### src/rtl/fetch_unit_if.sv
// Bundles the fetch stage's icache, hazard/redirect and IF/ID signals.
//   master : the fetch unit (drives imemREN/imemaddr and the IF/ID controls)
//   slave  : the environment (icache, hazard unit, later stages, IF/ID reg)
interface fetch_unit_if;
    // icache side
    logic        ihit;
    logic [31:0] iload;
    logic        imemREN;
    logic [31:0] imemaddr;
    // hazard / redirect / halt from later stages
    logic        stall;
    logic        redirect_valid;
    logic [31:0] redirect_addr;
    logic        halt;
    // IF/ID register controls and payload
    logic [31:0] instruction;
    logic [31:0] next_imemaddr;
    logic        enable_IF_ID;
    logic        flush_IF_ID;

    modport master (
        input  ihit, iload, stall, redirect_valid, redirect_addr, halt,
        output imemREN, imemaddr, instruction, next_imemaddr,
               enable_IF_ID, flush_IF_ID
    );

    modport slave (
        output ihit, iload, stall, redirect_valid, redirect_addr, halt,
        input  imemREN, imemaddr, instruction, next_imemaddr,
               enable_IF_ID, flush_IF_ID
    );
endinterface

### src/rtl/fetch_unit.sv
// Instruction-fetch stage: owns the PC, issues icache reads, buffers a
// returned word while decode is stalled, applies downstream redirects and
// drives the IF/ID register's load/flush controls.
// Ports:
//   CLK  - clock, all state changes on the rising edge
//   RST  - synchronous active-high reset
//   bus  - fetch_unit_if.master (icache, hazard, redirect, halt, IF/ID)
// The IF/ID controls depend on this cycle's ihit/stall/redirect, so they are
// decoded combinationally from the registered state and the inputs.
module fetch_unit #(
    parameter logic [31:0] PC_INIT = 32'h0000_0000
) (
    input  logic         CLK,
    input  logic         RST,
    fetch_unit_if.master bus
);

    localparam int unsigned XLEN     = 32;
    localparam int unsigned PC_STEP  = 4;

    typedef enum logic [1:0] {
        S_FETCH  = 2'd0,
        S_HOLD   = 2'd1,
        S_HALTED = 2'd2
    } state_e;

    state_e            state_q,    state_d;
    logic [XLEN-1:0]   pc_q,       pc_d;
    logic [XLEN-1:0]   hold_buf_q, hold_buf_d;

    logic              imem_ren_c;
    logic              enable_c;
    logic              flush_c;
    logic [XLEN-1:0]   instruction_c;
    logic [XLEN-1:0]   pc_plus4_c;
    logic [XLEN-1:0]   redirect_pc_c;

    // Sequential PC increment wraps naturally at 2^32.
    assign pc_plus4_c    = pc_q + XLEN'(PC_STEP);
    // Redirect targets are word aligned; low two bits are dropped.
    assign redirect_pc_c = bus.redirect_addr & ~XLEN'(3);

    // Next-state and output decode; priority halt > redirect > stall > normal.
    always_comb begin
        state_d       = state_q;
        pc_d          = pc_q;
        hold_buf_d    = hold_buf_q;
        imem_ren_c    = 1'b0;
        enable_c      = 1'b0;
        flush_c       = 1'b0;
        instruction_c = '0;

        unique case (state_q)
            S_FETCH: begin
                imem_ren_c    = 1'b1;
                instruction_c = bus.iload;
                if (bus.halt) begin
                    state_d = S_HALTED;
                end else if (bus.redirect_valid) begin
                    // Any word returned this cycle belongs to the squashed path.
                    pc_d    = redirect_pc_c;
                    flush_c = 1'b1;
                end else if (bus.ihit) begin
                    if (bus.stall) begin
                        // Park the word; the icache request is not repeated.
                        hold_buf_d = bus.iload;
                        state_d    = S_HOLD;
                    end else begin
                        enable_c = 1'b1;
                        pc_d     = pc_plus4_c;
                    end
                end
            end

            S_HOLD: begin
                // pc has not advanced, so it still names the buffered word.
                instruction_c = hold_buf_q;
                if (bus.halt) begin
                    state_d = S_HALTED;
                end else if (bus.redirect_valid) begin
                    pc_d    = redirect_pc_c;
                    flush_c = 1'b1;
                    state_d = S_FETCH;
                end else if (!bus.stall) begin
                    enable_c = 1'b1;
                    pc_d     = pc_plus4_c;
                    state_d  = S_FETCH;
                end
            end

            S_HALTED: begin
                // Frozen until reset; redirect and stall have no effect.
            end

            default: begin
                state_d = S_FETCH;
            end
        endcase

        // Reset silences every request and IF/ID control in the same cycle.
        if (RST) begin
            imem_ren_c    = 1'b0;
            enable_c      = 1'b0;
            flush_c       = 1'b0;
            instruction_c = '0;
        end
    end

    // State registers with synchronous reset.
    always_ff @(posedge CLK) begin
        if (RST) begin
            state_q    <= S_FETCH;
            pc_q       <= PC_INIT;
            hold_buf_q <= '0;
        end else begin
            state_q    <= state_d;
            pc_q       <= pc_d;
            hold_buf_q <= hold_buf_d;
        end
    end

    assign bus.imemREN       = imem_ren_c;
    assign bus.imemaddr      = pc_q;
    assign bus.instruction   = instruction_c;
    assign bus.next_imemaddr = pc_plus4_c;
    assign bus.enable_IF_ID  = enable_c;
    assign bus.flush_IF_ID   = flush_c;

endmodule

### src/flat_wrapper.sv
// flat-port wrapper written by rule: the top's interface ports become plain ports
module fetch_unit_flat 
#(
    parameter logic [31:0] PC_INIT = 32'h0000_0000
)
  (CLK, RST, bus_ihit, bus_iload, bus_stall, bus_redirect_valid, bus_redirect_addr, bus_halt, bus_imemREN, bus_imemaddr, bus_instruction, bus_next_imemaddr, bus_enable_IF_ID, bus_flush_IF_ID);
  fetch_unit_if bus_i ();
  input  logic CLK;
  input  logic RST;
  input wire logic [$bits(bus_i.ihit)-1:0] bus_ihit;
  input wire logic [$bits(bus_i.iload)-1:0] bus_iload;
  input wire logic [$bits(bus_i.stall)-1:0] bus_stall;
  input wire logic [$bits(bus_i.redirect_valid)-1:0] bus_redirect_valid;
  input wire logic [$bits(bus_i.redirect_addr)-1:0] bus_redirect_addr;
  input wire logic [$bits(bus_i.halt)-1:0] bus_halt;
  output wire logic [$bits(bus_i.imemREN)-1:0] bus_imemREN;
  output wire logic [$bits(bus_i.imemaddr)-1:0] bus_imemaddr;
  output wire logic [$bits(bus_i.instruction)-1:0] bus_instruction;
  output wire logic [$bits(bus_i.next_imemaddr)-1:0] bus_next_imemaddr;
  output wire logic [$bits(bus_i.enable_IF_ID)-1:0] bus_enable_IF_ID;
  output wire logic [$bits(bus_i.flush_IF_ID)-1:0] bus_flush_IF_ID;
  assign bus_i.ihit = bus_ihit;
  assign bus_i.iload = bus_iload;
  assign bus_i.stall = bus_stall;
  assign bus_i.redirect_valid = bus_redirect_valid;
  assign bus_i.redirect_addr = bus_redirect_addr;
  assign bus_i.halt = bus_halt;
  assign bus_imemREN = bus_i.imemREN;
  assign bus_imemaddr = bus_i.imemaddr;
  assign bus_instruction = bus_i.instruction;
  assign bus_next_imemaddr = bus_i.next_imemaddr;
  assign bus_enable_IF_ID = bus_i.enable_IF_ID;
  assign bus_flush_IF_ID = bus_i.flush_IF_ID;
  fetch_unit #(.PC_INIT(PC_INIT)) u_core (.CLK(CLK), .RST(RST), .bus(bus_i));
endmodule
### config.mk
export PLATFORM = sky130hd
export DESIGN_NAME = fetch_unit_flat
export DESIGN_NICKNAME = d
export VERILOG_FILES = /design/src/rtl/fetch_unit_if.sv /design/src/rtl/fetch_unit.sv /design/src/flat_wrapper.sv
export SDC_FILE = /design/constraint.sdc
export NUM_CORES = 1
export LEC_CHECK = 0
export BUFFER_PORTS_ARGS = -buffer_cell sky130_fd_sc_hd__buf_4
export CORE_MARGIN = 4
export CORE_UTILIZATION = 45
export CTS_BUF_LIST = sky130_fd_sc_hd__clkbuf_4
export DETAILED_ROUTE_END_ITERATION = 8
export HOLD_SLACK_MARGIN = 0.05
export PLACE_DENSITY = 0.87
export RECOVER_POWER = 100
export SYNTH_ARGS = -nofsm -noshare
export SYNTH_HDL_FRONTEND = slang
export SYNTH_SLANG_ARGS = --single-unit
export TNS_END_PERCENT = 10
### constraint.sdc
create_clock -name CLK -period 3.15 [get_ports CLK]
set_input_delay 0.63 -clock CLK [delete_from_list [all_inputs] [get_ports CLK]]
set_output_delay 0.63 -clock CLK [all_outputs]
set_load 0.02 [all_outputs]
==> results of run 1 <==
-- registers in the layout (all words and copies together) (netlist names) --
register and count:
u_core.bus.imemaddr 30, u_core.hold_buf_q 32, u_core.state_q 2
-- layout make-up --
cell class                 instances  area, um^2  share of cell area
timing repair buffer             170        1050               0.195
inverter                          15        56.3              0.0104
multi-input combinational        439        2710               0.502
clock inverter                     7        71.3              0.0132
clock buffer                       9        67.6              0.0125
sequential                        64        1280               0.238
tap                              129         161              0.0299
-- cell usage after synthesis (5+ instances only) --
library cell  instances  area share
buf_4                 6       0.011
clkbuf_1             23       0.020
nand3_1              17       0.020
xnor2_1              19       0.039
nor3_1               13       0.015
buf_2                15       0.018
dfxtp_1              64        0.30
o41ai_1               5       0.010
nand4_1              13       0.019
nand2_1              90       0.079
and4_1                6       0.012
o21ai_1              10       0.012
xor2_1                7       0.014
buf_1                 8      0.0070
a31oi_1              10       0.015
a21oi_1              48       0.056
o311ai_1              5       0.010
nor4_1               11       0.016
mux2i_1              34       0.080
inv_1                14       0.012
and3_1               14       0.021
nor2_1               54       0.047
or2_2                 5      0.0073
-- metrics by stage --
stage	hold slack [ns]	cell area, um^2	setup slack [ns]	utilization
floorplan	0.436	4280	0.564	-
global placement	0.441	5480	0.530	0.594
detailed placement	0.448	5480	0.501	0.594
CTS	0.440	5620	0.0382	0.609
global route	0.432	5390	-0.0272	0.584
finish	0.461	5390	0.0984	0.584
-- power groups by stage --
| stage | clock [mW] | sequential (mW) | combinational [mW] |
|---|---|---|---|
| floorplan | 0 | 0.910 | 0.251 |
| global placement | 0 | 0.900 | 0.462 |
| detailed placement | 0 | 0.903 | 0.473 |
| CTS | 0.584 | 0.885 | 0.474 |
| global route | 0.620 | 0.892 | 0.471 |
| finish | 0.577 | 0.887 | 0.436 |
-- worst max-delay path: cells and delay by family, from the launching register on --
kind | cells | cell delay, ns
flip-flops | 1 | 1.16
AND/OR/NAND/NOR | 1 | 0.06
multiplexers | 1 | 0.24
buffers and inverters | 2 | 0.55
-- per-layer routing --
| metal | GRT usage | wire, um | up-vias |
|---|---|---|---|
| met3 | 0.0435 | 814 | 32 |
| met5 | 0 | 0 | - |
| li1 | - | - | 2300 |
| met2 | 0.405 | 6860 | 188 |
| met4 | 0.0956 | 322 | 0 |
| met1 | 0.280 | 5640 | 2233 |
-- final timing paths --
kind	depth (start not counted)	start	slack (ns)	endpoint
setup / recovery	4	u_core.state_q[0]	0.1	bus_instruction[27]
hold / removal	2	u_core.hold_buf_q[23]	0.46	u_core.hold_buf_q[23]
setup reg to reg	5	u_core.state_q[0]	0.24	u_core.bus.imemaddr[13]
hold reg to reg	2	u_core.hold_buf_q[23]	0.46	u_core.hold_buf_q[23]
-- cells by family after synthesis --
| logic type | Yosys count | share of synthesized area |
|---|---|---|
| mux | 34 | 0.0797 |
| xor+xnor | 26 | 0.0533 |
| buf+inv | 67 | 0.0686 |
| fa+ha+maj | 1 | 0.00293 |
| other cells | 1 | 0.000878 |
| simple gates | 252 | 0.306 |
| flops | 64 | 0.300 |
| compound gates | 122 | 0.189 |
==> results.py, run 1 <==
metrics = {
    "sta": {
        "timing.final.max_slew_violations": 0,
        "timing.setup.tns_ns": 0,
        "timing.fmax_mhz": 328,
        "skew_ns": 0.0189,
        "timing_hold_violations_final": 0,
        "final-setup-viol-count": 0,
        "layout_worst_path_cycle_share": 0.969,
        "tightest_slew_ns": 1.23,
        "grt_setup_unrepaired": "yes",
        "relSlewSlack": 0.178,
        "timing.final.crit_period_ns": 3.05,
    },
    "finish": {
        "layout.cells.most_common_list": "104 x buf_4, 90 x nand2_1, 63 x dfxtp_1",
        "num-fill-cells": 910,
        "num_antenna_cells": 0,
        "layout.cells.non_filler": 833,
        "final_nets": 770,
        "layout-drive-gt1-share": 0.229,
        "commonest_non_fill_non_tap_cell_in_the_layout": "buf_4",
        "syn_to_final_growth_pct": 26.3,
    },
    "grt": {
        "first_global_vias": 4546,
        "grt_antenna_before_repair": 0,
        "grt_start_max_net_pins": 70,
        "grt_first_pass_wirelength_um": 21600,
        "grt_util_overall": 0.232,
        "grt_overflow_total": 0,
    },
    "pwr": {
        "power.switching_uw": 647,
        "power.combinational.fraction": 0.230,
        "power.density_nw_per_um2": 352,
        "share_clk_of_total_power": 0.304,
        "internal_cell_power_mw": 1.25,
        "p_leak_nw": 2.05,
        "netSwitchingFraction": 0.341,
        "vdd_drop_max_mv": 0.187,
        "power.share.sequential": 0.467,
        "total_chip_power_mw": 1.90,
    },
    "clock_network": {
        "cts_htree_levels": 3,
        "cts.sinks": 64,
        "insertion_delay_ns": 0.41,
        "cts_setup_buffers": 0,
        "cts-root-buf": "clkbuf_4",
        "path_clk_slew_ns": 0.12,
        "cts_tree": "yes",
        "clk_path_buf_depth": 2,
        "postCtsResizedCells": 0,
        "cts-buffers-inserted": 9,
        "cts_hold_repair.buffers": 0,
    },
    "logic_synthesis": {
        "synth.cell_area_um2": 4270,
        "postSynthAreaPerCell_um2": 7.53,
        "asyncSetResetFlopFracSynth": 0,
        "post_synth_num_cell_types": 63,
        "post_synthesis_sequential_area_ratio": 0.300,
        "yosys_register_bits": 64,
        "synth_warnings": 0,
        "ys_dominant_reg_cell": "dfxtp_1",
        "post_synthesis_cell_count": 567,
        "synth_enable_flop_cells": 0,
    },
    "run": {
        "cap_viol_max_count": 0,
    },
    "floorplan": {
        "core.rowCount": 35,
        "floorplan.initialDensity": 0.462,
        "die-height_um": 105,
        "floorplan.core_area_um2": 9240,
        "design.portCount": 169,
        "die_area_um2": 11100,
        "die_w_um": 105,
    },
    "placed_design": {
        "place.port_buffers": 162,
        "gpl.final_weighted_congestion": 0.858,
        "place_inst": 817,
        "hpwl_um": 9720,
    },
    "critical_path": {
        "cp_data_required_time_ns": 2.52,
        "critical_path.max_fanout": 23,
        "timing.critical_path.to_type": "output port",
        "cpMaxStageDelayCell": "dfxtp_1",
        "timing.critical_path.cells": "buf_4, mux2i_1, nor2_1, buf_2",
        "worst_ep_arrival_time_ns": 2.42,
        "path_class": "flip-flop to output port",
        "crit_path_start_kind": "flip-flop",
        "slowest_delay_ns": 1.16,
    },
    "detailed_routing": {
        "drt.antenna.violating_nets": 0,
        "iteration_count_of_the_initial_detailed_routing_pass": 5,
        "route.final.wire_length_um": 13600,
        "detail_route.vias_per_cell": 5.71,
        "drtIter0Drc": 277,
        "via_count": 4753,
        "number_of_design_rule_violations_left_after_detail_routing": 0,
        "wl_per_cell_um": 16.4,
    },
    "hold_path": {
        "worstHoldPathType": "flip-flop to flip-flop",
    },
    "run_status": {
        "status": "finished clean",
    },
}
(Power assumes the default switching activity.)
==> run 2, diff against run 1 <==
--- a/config.mk
+++ b/config.mk
@@ -9,6 +9,7 @@
 export CORE_MARGIN = 4
 export CORE_UTILIZATION = 45
 export CTS_BUF_LIST = sky130_fd_sc_hd__clkbuf_4
+export CTS_CLUSTER_SIZE = 25
 export DETAILED_ROUTE_END_ITERATION = 8
 export HOLD_SLACK_MARGIN = 0.05
 export PLACE_DENSITY = 0.87
==> constraint.sdc (replaced) <==
create_clock -name CLK -period 3.5 [get_ports CLK]
set_input_delay 0.7 -clock CLK [delete_from_list [all_inputs] [get_ports CLK]]
set_output_delay 0.7 -clock CLK [all_outputs]
set_load 0.02 [all_outputs]
==> results.py, run 2 (synthesis gave the netlist of run 1 again) <==
metrics = {
    "run_status": {
        "status": "complete, but fails checks",
        "failed_checks": "capacitance limit, slew limit",
    },
    "detailed_routing": {
        "drt.antenna.violating_nets": 0,
        "iteration_count_of_the_initial_detailed_routing_pass": 5,
        "detail_route.vias_per_cell": 5.79,
        "number_of_design_rule_violations_left_after_detail_routing": 0,
        "route.final.wire_length_um": 13500,
        "wl_per_cell_um": 16.3,
        "drtIter0Drc": 302,
        "via_count": 4825,
    },
    "sta": {
        "timing.fmax_mhz": 309,
        "timing.final.max_slew_violations": 13,
        "layout_worst_path_cycle_share": 0.924,
        "final-setup-viol-count": 0,
        "timing.setup.tns_ns": 0,
        "hold_slack_ns": 0.462,
        "timing.final.crit_period_ns": 3.24,
        "tightest_slew_ns": 1.60,
        "skew_ns": 0.0205,
        "timing_hold_violations_final": 0,
        "grt_setup_unrepaired": "no",
        "relSlewSlack": -0.0768,
    },
    "pwr": {
        "share_clk_of_total_power": 0.337,
        "total_chip_power_mw": 1.78,
        "power.density_nw_per_um2": 335,
        "internal_cell_power_mw": 1.19,
        "netSwitchingFraction": 0.331,
        "vdd_drop_max_mv": 0.181,
        "power.share.sequential": 0.450,
        "power.switching_uw": 587,
        "p_leak_nw": 1.91,
        "power.combinational.fraction": 0.214,
    },
    "clock_network": {
        "cts_setup_buffers": 0,
        "cts-root-buf": "clkbuf_4",
        "insertion_delay_ns": 0.41,
        "cts_htree_levels": 3,
        "cts.sinks": 64,
        "clk_path_buf_depth": 2,
        "cts-buffers-inserted": 9,
        "cts_tree": "yes",
        "path_clk_slew_ns": 0.11,
    },
    "grt": {
        "grt_util_overall": 0.233,
        "grt_busiest_layer": "met2",
        "global_route.usage.met2": 0.396,
        "grt_antenna_before_repair": 0,
        "grt_first_pass_wirelength_um": 21700,
        "global_route.usage.met3": 0.0423,
        "global_route.usage.met1": 0.282,
        "grt_overflow_total": 0,
        "first_global_vias": 4573,
        "grt_start_max_net_pins": 65,
    },
    "floorplan": {
        "die-height_um": 105,
        "core.rowCount": 35,
        "floorplan.core_area_um2": 9240,
        "die_area_um2": 11100,
        "die_w_um": 105,
        "design.portCount": 169,
        "floorplan.initialDensity": 0.462,
    },
    "run": {
        "cap_viol_max_count": 1,
    },
    "placed_design": {
        "gpl.final_weighted_congestion": 0.869,
        "hpwl_um": 9600,
        "place.port_buffers": 162,
    },
    "critical_path": {
        "timing.critical_path.to_type": "output port",
        "cp_data_required_time_ns": 2.80,
        "crit_path_end": "bus_next_imemaddr[30]",
        "worst_ep_arrival_time_ns": 2.54,
        "r2r_slack_ns": 0.46,
        "crit_path_start_kind": "flip-flop",
        "ff2ff_path_depth": 5,
        "path_class": "flip-flop to output port",
        "critical_path.reg2reg.endpoint": "u_core.bus.imemaddr[13]",
        "timing.rr.start": "u_core.state_q[0]",
        "critical_path.max_fanout": 13,
        "startpoint": "u_core.bus.imemaddr[10]",
    },
    "finish": {
        "commonest_non_fill_non_tap_cell_in_the_layout": "nand2_1",
        "layout-drive-gt1-share": 0.169,
        "num-fill-cells": 931,
        "largest_reg_flops": 32,
        "final_nets": 770,
        "final_core_utilization": 0.573,
        "largest_register": "u_core.hold_buf_q",
        "num_antenna_cells": 0,
        "layout.cells.most_common_list": "90 x nand2_1, 85 x clkbuf_1, 82 x buf_4",
        "syn_to_final_growth_pct": 24.0,
    },
    "hold_path": {
        "min_delay_path_depth": 2,
        "worstHoldPathType": "flip-flop to flip-flop",
    },
}
[run 2: cell count changes in the layout (fill, tap and decap cells not counted), moves of 2 or more]
cell,before,now
o21ai_1,7,1
and4_1,6,8
buf_2,4,0
clkinv_2,2,0
buf_4,104,82
o21ai_0,8,14
clkinv_4,0,2
clkbuf_2,13,3
clkbuf_1,49,85
[run 2: worst min path at each step]
stage,slack (ns),end,from
after floorplan,0.44,u_core.hold_buf_q[0],u_core.hold_buf_q[0]
after CTS,0.46,u_core.hold_buf_q[24],u_core.hold_buf_q[24]
final,0.46,u_core.hold_buf_q[11],u_core.hold_buf_q[11]
after global routing,0.49,u_core.hold_buf_q[6],u_core.hold_buf_q[6]
after detailed placement,0.45,u_core.hold_buf_q[24],u_core.hold_buf_q[24]
after global placement,0.44,u_core.hold_buf_q[18],u_core.hold_buf_q[18]
[run 2: power by group through the flow]
stage	Combinational, mW	Sequential (mW)	Clock (mW)
6_report	0.379	0.798	0.598
5_1_grt	0.411	0.803	0.640
4_1_cts	0.426	0.797	0.609
3_5_place_dp	0.425	0.813	0
3_3_place_gp	0.416	0.811	0
2_1_floorplan	0.226	0.819	0
[run 2: critical path, cell delays in order, from the launching register on]
cell and delay [ns]:
dfxtp_1 0.53, and4_1 0.35, nand4_1 0.45, nor3_1 0.39
xnor2_1 0.17, clkbuf_1 0.26
[run 2: metrics by stage]
| stage | setup WS, ns | area [um^2] | cells |
|---|---|---|---|
| after floorplan | 0.779 | 4280 | 570 |
| after global placement | 0.804 | 5480 | 817 |
| after detailed placement | 0.710 | 5480 | 817 |
| after CTS | 0.216 | 5650 | 833 |
| after global routing | 0.0499 | 5290 | 833 |
| final | 0.265 | 5290 | 833 |
[run 2: metal layers]
layer | part of all wire | wire [um]
met1 | 0.41 | 5520
met5 | 0 | 0
met4 | 0.029 | 389
met2 | 0.49 | 6680
met3 | 0.071 | 961
[run 2: final cells by class]
| cell class | count | area, um^2 | area share |
|---|---|---|---|
| multi-input cells | 439 | 2680 | 0.506 |
| flip-flops and latches | 64 | 1280 | 0.242 |
| repair buffers | 170 | 950 | 0.179 |
| well taps | 129 | 161 | 0.0305 |
| clock inverters | 7 | 96.3 | 0.0182 |
| clock buffers | 9 | 67.6 | 0.0128 |
| inverters | 15 | 56.3 | 0.0106 |
[run 2: repair_timing]
item | in CTS | in global routing
endpoints found under the setup margin | 0 | 2
hold buffers | 0 | 0
gates resized for setup | 0 | 1
